## src/rtl/pmem_arbiter_pkg.sv

```systemverilog
// Shared types for the physical-memory arbiter.
//   arb_state_t : arbiter FSM states
//   requester_t : which cache owns (or last owned) the pmem port
//   pmem_op_t   : latched downstream operation
package arbiter_types;
   typedef enum logic [1:0] {
      IDLE    = 2'd0,
      GRANT_I = 2'd1,
      GRANT_D = 2'd2,
      RELEASE = 2'd3
   } arb_state_t;

   typedef enum logic {
      REQ_I = 1'b0,
      REQ_D = 1'b1
   } requester_t;

   typedef enum logic {
      OP_READ  = 1'b0,
      OP_WRITE = 1'b1
   } pmem_op_t;
endpackage

```

## src/rtl/pmem_arbiter_sat_counter.sv

```systemverilog
// Saturating up-counter.
//   clk   : clock
//   rst   : synchronous reset, active low
//   inc   : add one this edge (ignored once the count is all ones)
//   clear : synchronous clear
//   count : current value
module sat_counter #(
   parameter int width = 16
) (
   input  logic             clk,
   input  logic             rst,
   input  logic             inc,
   input  logic             clear,
   output logic [width-1:0] count
);
   logic [width-1:0] r_count;

   always_ff @(posedge clk) begin
      if (!rst || clear)
         r_count <= '0;
      else if (inc && (r_count != {width{1'b1}}))
         r_count <= r_count + 1'b1;
   end

   assign count = r_count;
endmodule

```

## src/rtl/pmem_arbiter.sv

```systemverilog
// Round-robin arbiter sharing one pmem port between the I-cache and D-cache.
//   i_pmem_*       : I-cache side (read only)
//   d_pmem_*       : D-cache side (read / writeback)
//   pmem_*         : downstream memory port
//   conflict_count : saturating count of IDLE edges with both caches pending
// A grant latches the winner's address/data/op; the downstream port is then
// driven only from those latches until pmem_resp, followed by one RELEASE
// cycle so the requester can drop its request before re-arbitration.
module pmem_arbiter
   import arbiter_types::*;
#(
   parameter int s_line = 256,
   parameter int s_addr = 32,
   parameter int cnt_w  = 16
) (
   input  logic              clk,
   input  logic              rst,
   input  logic              i_pmem_read,
   input  logic [s_addr-1:0] i_pmem_address,
   output logic [s_line-1:0] i_pmem_rdata,
   output logic              i_pmem_resp,
   input  logic              d_pmem_read,
   input  logic              d_pmem_write,
   input  logic [s_addr-1:0] d_pmem_address,
   input  logic [s_line-1:0] d_pmem_wdata,
   output logic [s_line-1:0] d_pmem_rdata,
   output logic              d_pmem_resp,
   output logic              pmem_read,
   output logic              pmem_write,
   output logic [s_addr-1:0] pmem_address,
   output logic [s_line-1:0] pmem_wdata,
   input  logic [s_line-1:0] pmem_rdata,
   input  logic              pmem_resp,
   output logic [cnt_w-1:0]  conflict_count
);
   arb_state_t        r_state;
   requester_t        r_last_grant;
   pmem_op_t          r_op;
   logic [s_addr-1:0] r_addr;
   logic [s_line-1:0] r_wdata;

   logic w_pend_i, w_pend_d, w_grant_i, w_grant_d, w_in_grant, w_conflict;

   assign w_pend_i   = i_pmem_read;
   assign w_pend_d   = d_pmem_read | d_pmem_write;
   assign w_conflict = (r_state == IDLE) & w_pend_i & w_pend_d;
   // On a tie the requester that did not win last time goes first.
   assign w_grant_i  = w_pend_i & (~w_pend_d | (r_last_grant == REQ_D));
   assign w_grant_d  = w_pend_d & ~w_grant_i;

   always_ff @(posedge clk) begin
      if (!rst) begin
         r_state      <= IDLE;
         r_last_grant <= REQ_D;
         r_op         <= OP_READ;
         r_addr       <= '0;
         r_wdata      <= '0;
      end else begin
         case (r_state)
            IDLE: begin
               if (w_grant_i) begin
                  r_state      <= GRANT_I;
                  r_last_grant <= REQ_I;
                  r_addr       <= i_pmem_address;
                  r_wdata      <= '0;
                  r_op         <= OP_READ;
               end else if (w_grant_d) begin
                  r_state      <= GRANT_D;
                  r_last_grant <= REQ_D;
                  r_addr       <= d_pmem_address;
                  r_wdata      <= d_pmem_wdata;
                  // read+write together is a writeback
                  r_op         <= d_pmem_write ? OP_WRITE : OP_READ;
               end
            end
            GRANT_I, GRANT_D: if (pmem_resp) r_state <= RELEASE;
            RELEASE:          r_state <= IDLE;
            default:          r_state <= IDLE;
         endcase
      end
   end

   // Downstream port is a pure decode of state + latches; no input bypass.
   assign w_in_grant   = (r_state == GRANT_I) | (r_state == GRANT_D);
   assign pmem_read    = w_in_grant & (r_op == OP_READ);
   assign pmem_write   = w_in_grant & (r_op == OP_WRITE);
   assign pmem_address = w_in_grant ? r_addr  : '0;
   assign pmem_wdata   = w_in_grant ? r_wdata : '0;

   // Only the completion strobes are steered; read data fans out to both.
   assign i_pmem_resp  = (r_state == GRANT_I) & pmem_resp;
   assign d_pmem_resp  = (r_state == GRANT_D) & pmem_resp;
   assign i_pmem_rdata = pmem_rdata;
   assign d_pmem_rdata = pmem_rdata;

   sat_counter #(.width(cnt_w)) u_conflict (
      .clk   (clk),
      .rst   (rst),
      .inc   (w_conflict),
      .clear (1'b0),
      .count (conflict_count)
   );
endmodule

```

## config.mk

```make
export PLATFORM = sky130hd
export DESIGN_NAME = pmem_arbiter
export DESIGN_NICKNAME = d
export VERILOG_FILES = /design/src/rtl/pmem_arbiter_pkg.sv /design/src/rtl/pmem_arbiter_sat_counter.sv /design/src/rtl/pmem_arbiter.sv
export SDC_FILE = /design/constraint.sdc
export NUM_CORES = 1
export LEC_CHECK = 0
export CAP_MARGIN = 10
export CORE_AREA = 2 2 547 549
export DETAILED_ROUTE_END_ITERATION = 10
export DIE_AREA = 0 0 549 551
export SYNTH_ARGS = -nofsm -noshare
export SYNTH_HDL_FRONTEND = slang
export SYNTH_SLANG_ARGS = --single-unit
```

## constraint.sdc

```tcl
create_clock -name clk -period 3.6 [get_ports clk]
set_clock_uncertainty 0.15 [all_clocks]
set_input_delay 0.72 -clock clk [delete_from_list [all_inputs] [get_ports clk]]
set_output_delay 0.72 -clock clk [all_outputs]
set_load 0.05 [all_outputs]
```

==> results of run 1 <==
==> sequential cells by signal, indices dropped and copies added, names as in the netlist <==
name,cells
r_wdata,256
r_addr,32
u_conflict.count,16
r_state,2
r_last_grant,1
r_op,1
==> Yosys cell counts (2+ instances only) <==
| master | number |
|---|---|
| buf_4 | 513 |
| dfxtp_1 | 308 |
| nor2_1 | 294 |
| and2_1 | 292 |
| a22oi_1 | 257 |
| clkbuf_1 | 122 |
| nand2_1 | 75 |
| a311oi_1 | 32 |
| a21oi_1 | 11 |
| buf_2 | 11 |
| inv_1 | 8 |
| or4_1 | 7 |
| buf_1 | 6 |
| o31ai_1 | 6 |
| ha_1 | 5 |
| mux2i_1 | 5 |
| nand2b_1 | 5 |
| o21ai_0 | 5 |
| nand3_1 | 4 |
| nand4_1 | 4 |
| nor4_1 | 4 |
| o311ai_0 | 3 |
| o41ai_1 | 3 |
| a31oi_1 | 2 |
| or3_1 | 2 |
==> stage by stage <==
| step | utilization | setup WS [ns] | std cells | cell area (sq um) |
|---|---|---|---|---|
| after floorplan | - | 0.784 | 1995 | 16600 |
| after global placement | 0.0866 | 0.413 | 5970 | 25700 |
| after detailed placement | 0.0866 | 0.439 | 5970 | 25700 |
| after CTS | 0.0923 | 0.00179 | 6059 | 27300 |
| after global routing | 0.0925 | -0.0660 | 6067 | 27400 |
| final | 0.0926 | 0.117 | 6078 | 27400 |
==> worst max-delay path, stage by stage (launching register included) <==
cell and delay (ns):
dfxtp_1 0.37, inv_1 0.12, ha_4 0.33, buf_4 0.13, buf_12 0.21, buf_16 0.24
and2_1 0.25, buf_12 0.16
==> how the worst min path moves through the flow <==
stage	cells after the start	endpoint	startpoint	slack, ns
5_1_grt	2	r_addr[19]	r_addr[19]	0.36
6_report	2	r_last_grant	r_last_grant	0.34
3_5_place_dp	2	r_last_grant	r_last_grant	0.33
2_1_floorplan	2	r_last_grant	r_last_grant	0.28
4_1_cts	2	r_last_grant	r_last_grant	0.34
3_3_place_gp	2	r_last_grant	r_last_grant	0.30
==> repair_timing <==
item,CTS,global route
endpoints found under the setup margin,245,103
buffers inserted,4,0
pin swaps,1,0
gates cloned,1,0
hold buffers,0,0
gates resized for setup,22,15
==> per-layer routing <==
layer  track usage  vias up  wire length (um)
met1        0.0881     6790             46900
li1              -     6340                 -
met5      0.000469        -               275
met3         0.186      525             64800
met4        0.0579       42             10900
met2         0.175     1651             78200
==> cell type report <==
| type | count | area [sq um] |
|---|---|---|
| antenna | 19 | 47.5 |
| clock buffer | 59 | 1300 |
| clock inverter | 25 | 294 |
| fill | 34300 | 269000 |
| inverter | 9 | 41.3 |
| multi-input combinational | 1026 | 6030 |
| sequential | 308 | 6170 |
| tap | 3939 | 4930 |
| timing repair buffer | 693 | 8630 |
==> logic make-up (layout without fill, tap and decap cells) <==
| kind of cell | Yosys count | after routing | share of synthesized area |
|---|---|---|---|
| flip-flops | 308 | 308 | 0.372 |
| other | 0 | 19 | 0 |
| AO/OA/AOI/OAI | 323 | 323 | 0.147 |
| AND/OR/NAND/NOR | 693 | 693 | 0.207 |
| buffers and inverters | 661 | 786 | 0.267 |
| multiplexers | 5 | 5 | 0.00302 |
| adder cells (fa/ha/maj) | 5 | 5 | 0.00378 |
==> power by group through the flow <==
stage	Combinational [uW]	Sequential, uW	Clock (uW)
4_1_cts	9010	4970	5210
3_3_place_gp	8730	5050	0
3_5_place_dp	8730	5040	0
6_report	8850	4990	4960
5_1_grt	9420	5050	5310
2_1_floorplan	6050	4450	0
==> results.md, run 1 <==
- DR vias: ~15,000
- WHS: 0.339 ns
- Crit start category: flip-flop
- Most frequent cells in the layout: clkdlybuf4s50_1, dfxtp_1, nor2_1, and2_1, a22oi_1
- Die X: 549 um
- Setup_tns: 0 ns
- Post-DRT Antenna Nets: 0
- Setup violations, final: 0
- Initial Utilization: 0.0559
- Hold Violations, Final: 0
- Clock root buffer master: clkbuf_16
- TritonCTS Buffers: 46
- Vias in the first global route: 14,000
- R2R Path End: u_conflict.count[2]
- Slew Limit Fails: 0
- RePlAce Congestion: 0.947
- Total Power: 18,800 uW
- DRT iter0 DRCs: about 1,300
- Largest cells by area after synthesis: dfxtp_1, buf_4, a22oi_1
- Post-synth top area cell: dfxtp_1
- DRT Pass-1 Iters: 6
- Sequential power share: 0.265
- Share of the yosys chip area belonging to registers: 0.372
- Total global routing overflow: 0
- Net Sw Frac: 0.458
- Number of library cell types mapped by synthesis: 36
- Avg Cell Area, Syn: 8.30 sq um
- Hold WC Path Type: reg -> reg
- GRT Total Usage: 0.127
- Clk_lat worst skew: 0.69 ns
- Largest net degree at the start of global routing: 81
- Net Count, Synth: roughly 2,600
- Reg-to-reg slack, setup: between 1 and 1.5 ns
- EDFF count, synth: 0
- Crit Path Max Fanout: 42
- DR vias/cell: between 2 and 3
- Share of cells above drive strength 1: 0.194
- Clock transition at the registers of the reported paths: ~0.06 ns
- Total number of yosys warnings: 0
- Max clock buf depth: 3
- Share of the synthesized area in the top cell type: 0.372
- Leakage: 0.00959 uW
- CP Capture Point: pmem_wdata[55]
- Relative slew margins: 0.295
- RSZ-0062 raised after global routing: true
- Detailed placement HPWL: 179,000 um
- Worst reg2reg startpoint: u_conflict.count[0]
- Power share of the combinational group: 0.471
- Min Clock Period, post-route: 3.48 ns
- Maximum VDD drop: 527 uV
- CTS HTree Levels: 2
- DR DRC count: 0
- Die Ht: 551 um
- Max cap viols: 0
- Layout Nets: 2,671
- P_sw: between 8000 and 9000 uW
- First-pass GRT wire length: 231,000 um
- Critical Path AT: 2.61 ns
- Row cnt: 200
- CTS tree: built
- Clock Sinks: 308
- Primary FF master, synth: dfxtp_1
- Status: finished, final reports clean
- Wire length per cell: 33.1 um
- Pin slew with the least headroom to its limit: between 1 and 1.5 ns
- Initial antenna violation count: 161
- Commonest non-fill, non-tap cell in the layout: clkdlybuf4s50_1
- Int Power: 10,200 uW
- Pwr Density: 685 nW/um^2
- Ports: 1,402
- Buffers on Ports: 633
- Syn Inst Count: 1,995
- CP Class: reg -> out
- FF+latch count, synth: ~310
- Worst r2r path cells: 6
- Async SR Flop Fraction: 0
- Worst endpoint required time: 2.73 ns
- Worst Setup End Kind: output port
- Core Region: 296,000 sq um
- Post-Synthesis Cell Area: 16,600 sq um
- Tcrit/Tclk final: 0.967
- Clock network power share: 0.264
- Routed WL: between 200,000 and 250,000 um
- Critical Path Start: r_state[0]
- Max frequency: around 290 MHz
- Synthesis-to-layout area growth: 65.7%
- DIE AREA: 302,000 sq um
No activity file was read; power rests on OpenSTA's default activity.
==> inputs of run 2 (changes only) <==
- REMOVE_ABC_BUFFERS: unset -> 1
- SLEW_MARGIN: unset -> 15
==> run 2 against run 1 <==
  * Worst setup slack improved by 0.036 ns
  * Sequential power fell by 7.4%
  * Routed wire length up 71%
  * Largest cell class unchanged
  * Die area is the same
  * Hold slack got worse by 0.012 ns
  * Register-to-register slack worse by 0.05 ns
  * Cell count shrank 0.36%
  * Combinational power about the same
  * Design area grew 0.47%
  * Critical path type unchanged
  * Sequential share of layout area fell by 0.11 points
  * Global-route usage rose by 9.3 points
  * Clock power rose by 1%
==> results.md, run 2 (synthesis results as in run 1) <==
- Post-DRT Antenna Nets: 0
- Max clock buf depth: 3
- Multi-input combinational cell area: 6030 sq um
- Initial Utilization: 0.0559
- Die X: around 550 um
- Inst Count DP: 5,954
- DRT iter0 DRCs: a little under 2,000
- CTS HTree Levels: 2
- Layout Nets: ~2,600
- Total global routing overflow: 0
- Hold Path Stages: 2
- Final non-filler cell total: 6,056
- Routed WL: between 300,000 and 400,000 um
- CTS tree: built
- Worst r2r path cells: 7
- Clock Sinks: 308
- WP depth: 6
- Relative slew margins: 0.460
- Cell family with most CP delay: buffers and inverters
- RePlAce Congestion: 0.936
- GRT Total Usage: 0.220
- Min Clock Period, post-route: 3.45 ns
- Synthesis-to-layout area growth: 66.5%
- Cell Chain, Critical Path: inv_1 -> ha_4 -> buf_12 -> buf_16 -> and2_1 -> buf_12
- Buffers on Ports: between 600 and 700
- Row cnt: 200
- DR DRC count: 0
- Post-CTS setup buffer count: 0
- TritonCTS Buffers: 43
- Setup violations, final: 0
- Crit Path Max Fanout: 83
- Initial antenna violation count: 209
- Hold_buf cts: 0
- Maximum VDD drop: 406 uV
- Setup_tns: 0 ns
- Max FFs per register: between 200 and 300
- Ports: 1,402
- DRT Pass-1 Iters: 5
- Pwr Density: approximately 670 nW/um^2
- Hold endpoint: r_last_grant
- R2R Path End: u_conflict.count[14]
- Worst Setup End Kind: output port
- Pin slew with the least headroom to its limit: 0.803 ns
- Buf+Inv Stages, Crit Path: 4
- Worst reg2reg startpoint: r_state[0]
- CP Class: reg -> out
- Most frequent cells in the layout: clkdlybuf4s50_1, dfxtp_1, nor2_1, and2_1, a22oi_1
- DR vias: between 15,000 and 20,000
- Die Ht: 551 um
- Tcrit/Tclk final: 0.957
- Hold path startpoint: r_last_grant
- Hold Violations, Final: 0
- Most frequent cell on the critical path: buf_12
- Storage cell area: between 6000 and 7000 sq um
- Slew Limit Fails: 0
- Critical Path AT: 2.58 ns
- Leakage: 0.00941 uW
- Detailed placement HPWL: just over 300,000 um
- Status: finished, final reports clean
- Top reg by flops: r_wdata
- Crit start category: flip-flop
- Clock transition at the registers of the reported paths: roughly 0.080 ns
- Hold WC Path Type: reg -> reg
- Clock root buffer master: clkbuf_16
- Max stage delay on crit path: 0.36 ns
- Commonest non-fill, non-tap cell in the layout: clkdlybuf4s50_1
- Largest net degree at the start of global routing: 86
- First-pass GRT wire length: roughly 380,000 um
- Share of cells above drive strength 1: 0.178
- Clk_lat worst skew: between 0.7 and 0.8 ns
- RSZ-0062 raised after global routing: false
- Fillers: 34,400
- WHS: approximately 0.33 ns
- DIE AREA: 302,000 sq um
- DR vias/cell: 2.90
- Reg-to-reg slack, setup: 1.09 ns
- Max stage delay cell, worst path: dfxtp_1
- Max cap viols: 0
- Final core occ: 0.0930
- Core Region: 296,000 sq um
- Wire length per cell: roughly 57 um
- Vias in the first global route: 14,200
- Worst endpoint required time: 2.73 ns
- Max frequency: 290 MHz
run 2: metal layers:
layer | GRT usage | wire (um)
met1 | 0.134 | 74600
met2 | 0.331 | 145000
met3 | 0.303 | 100000
met4 | 0.0890 | 17800
met5 | 0.168 | 7040
run 2: worst max-delay path by stage:
| stage | from | to |
|---|---|---|
| floorplan | d_pmem_write | r_op |
| global placement | d_pmem_write | u_conflict.count[14] |
| detailed placement | d_pmem_write | u_conflict.count[14] |
| CTS | r_state[0] | pmem_wdata[149] |
| global route | r_state[0] | pmem_wdata[183] |
| finish | r_state[0] | pmem_wdata[194] |
run 2: timing repair:
| item | in CTS | in global routing |
|---|---|---|
| hold endpoints to repair | 0 | 0 |
| endpoints found under the setup margin | 116 | 51 |
| gates resized for setup | 49 | 4 |
| gates cloned | 0 | 0 |
run 2: through the flow:
stage	power, uW	setup slack [ns]	area, sq um
floorplan	8390	-46.83	12200
global placement	13700	0.175	26000
detailed placement	13700	0.233	26000
CTS	18800	0.00568	27500
global route	19500	0.00748	27500
finish	18500	0.153	27600
run 2: final cells by class:
class	count	share of cell area
repair buffers	672	0.318
flip-flops and latches	308	0.224
multi-input cells	1026	0.219
well taps	3939	0.179
clock buffers	56	0.0437
clock inverters	23	0.0138
diodes	23	0.00209
inverters	9	0.00150
run 2: tightest hold or removal path: stages (launching register included):
cell and delay (ns):
dfxtp_1 0.33, a21oi_1 0.06, nand2_1 0.06
run 2: report_power, final:
part	switching, uW	internal (uW)	total, uW	leakage [uW]
combinational	5800	3030	8840	0.00612
sequential	479	4150	4620	0.00252
clock	2120	2910	5030	0.000766
total	8400	10100	18500	0.00941
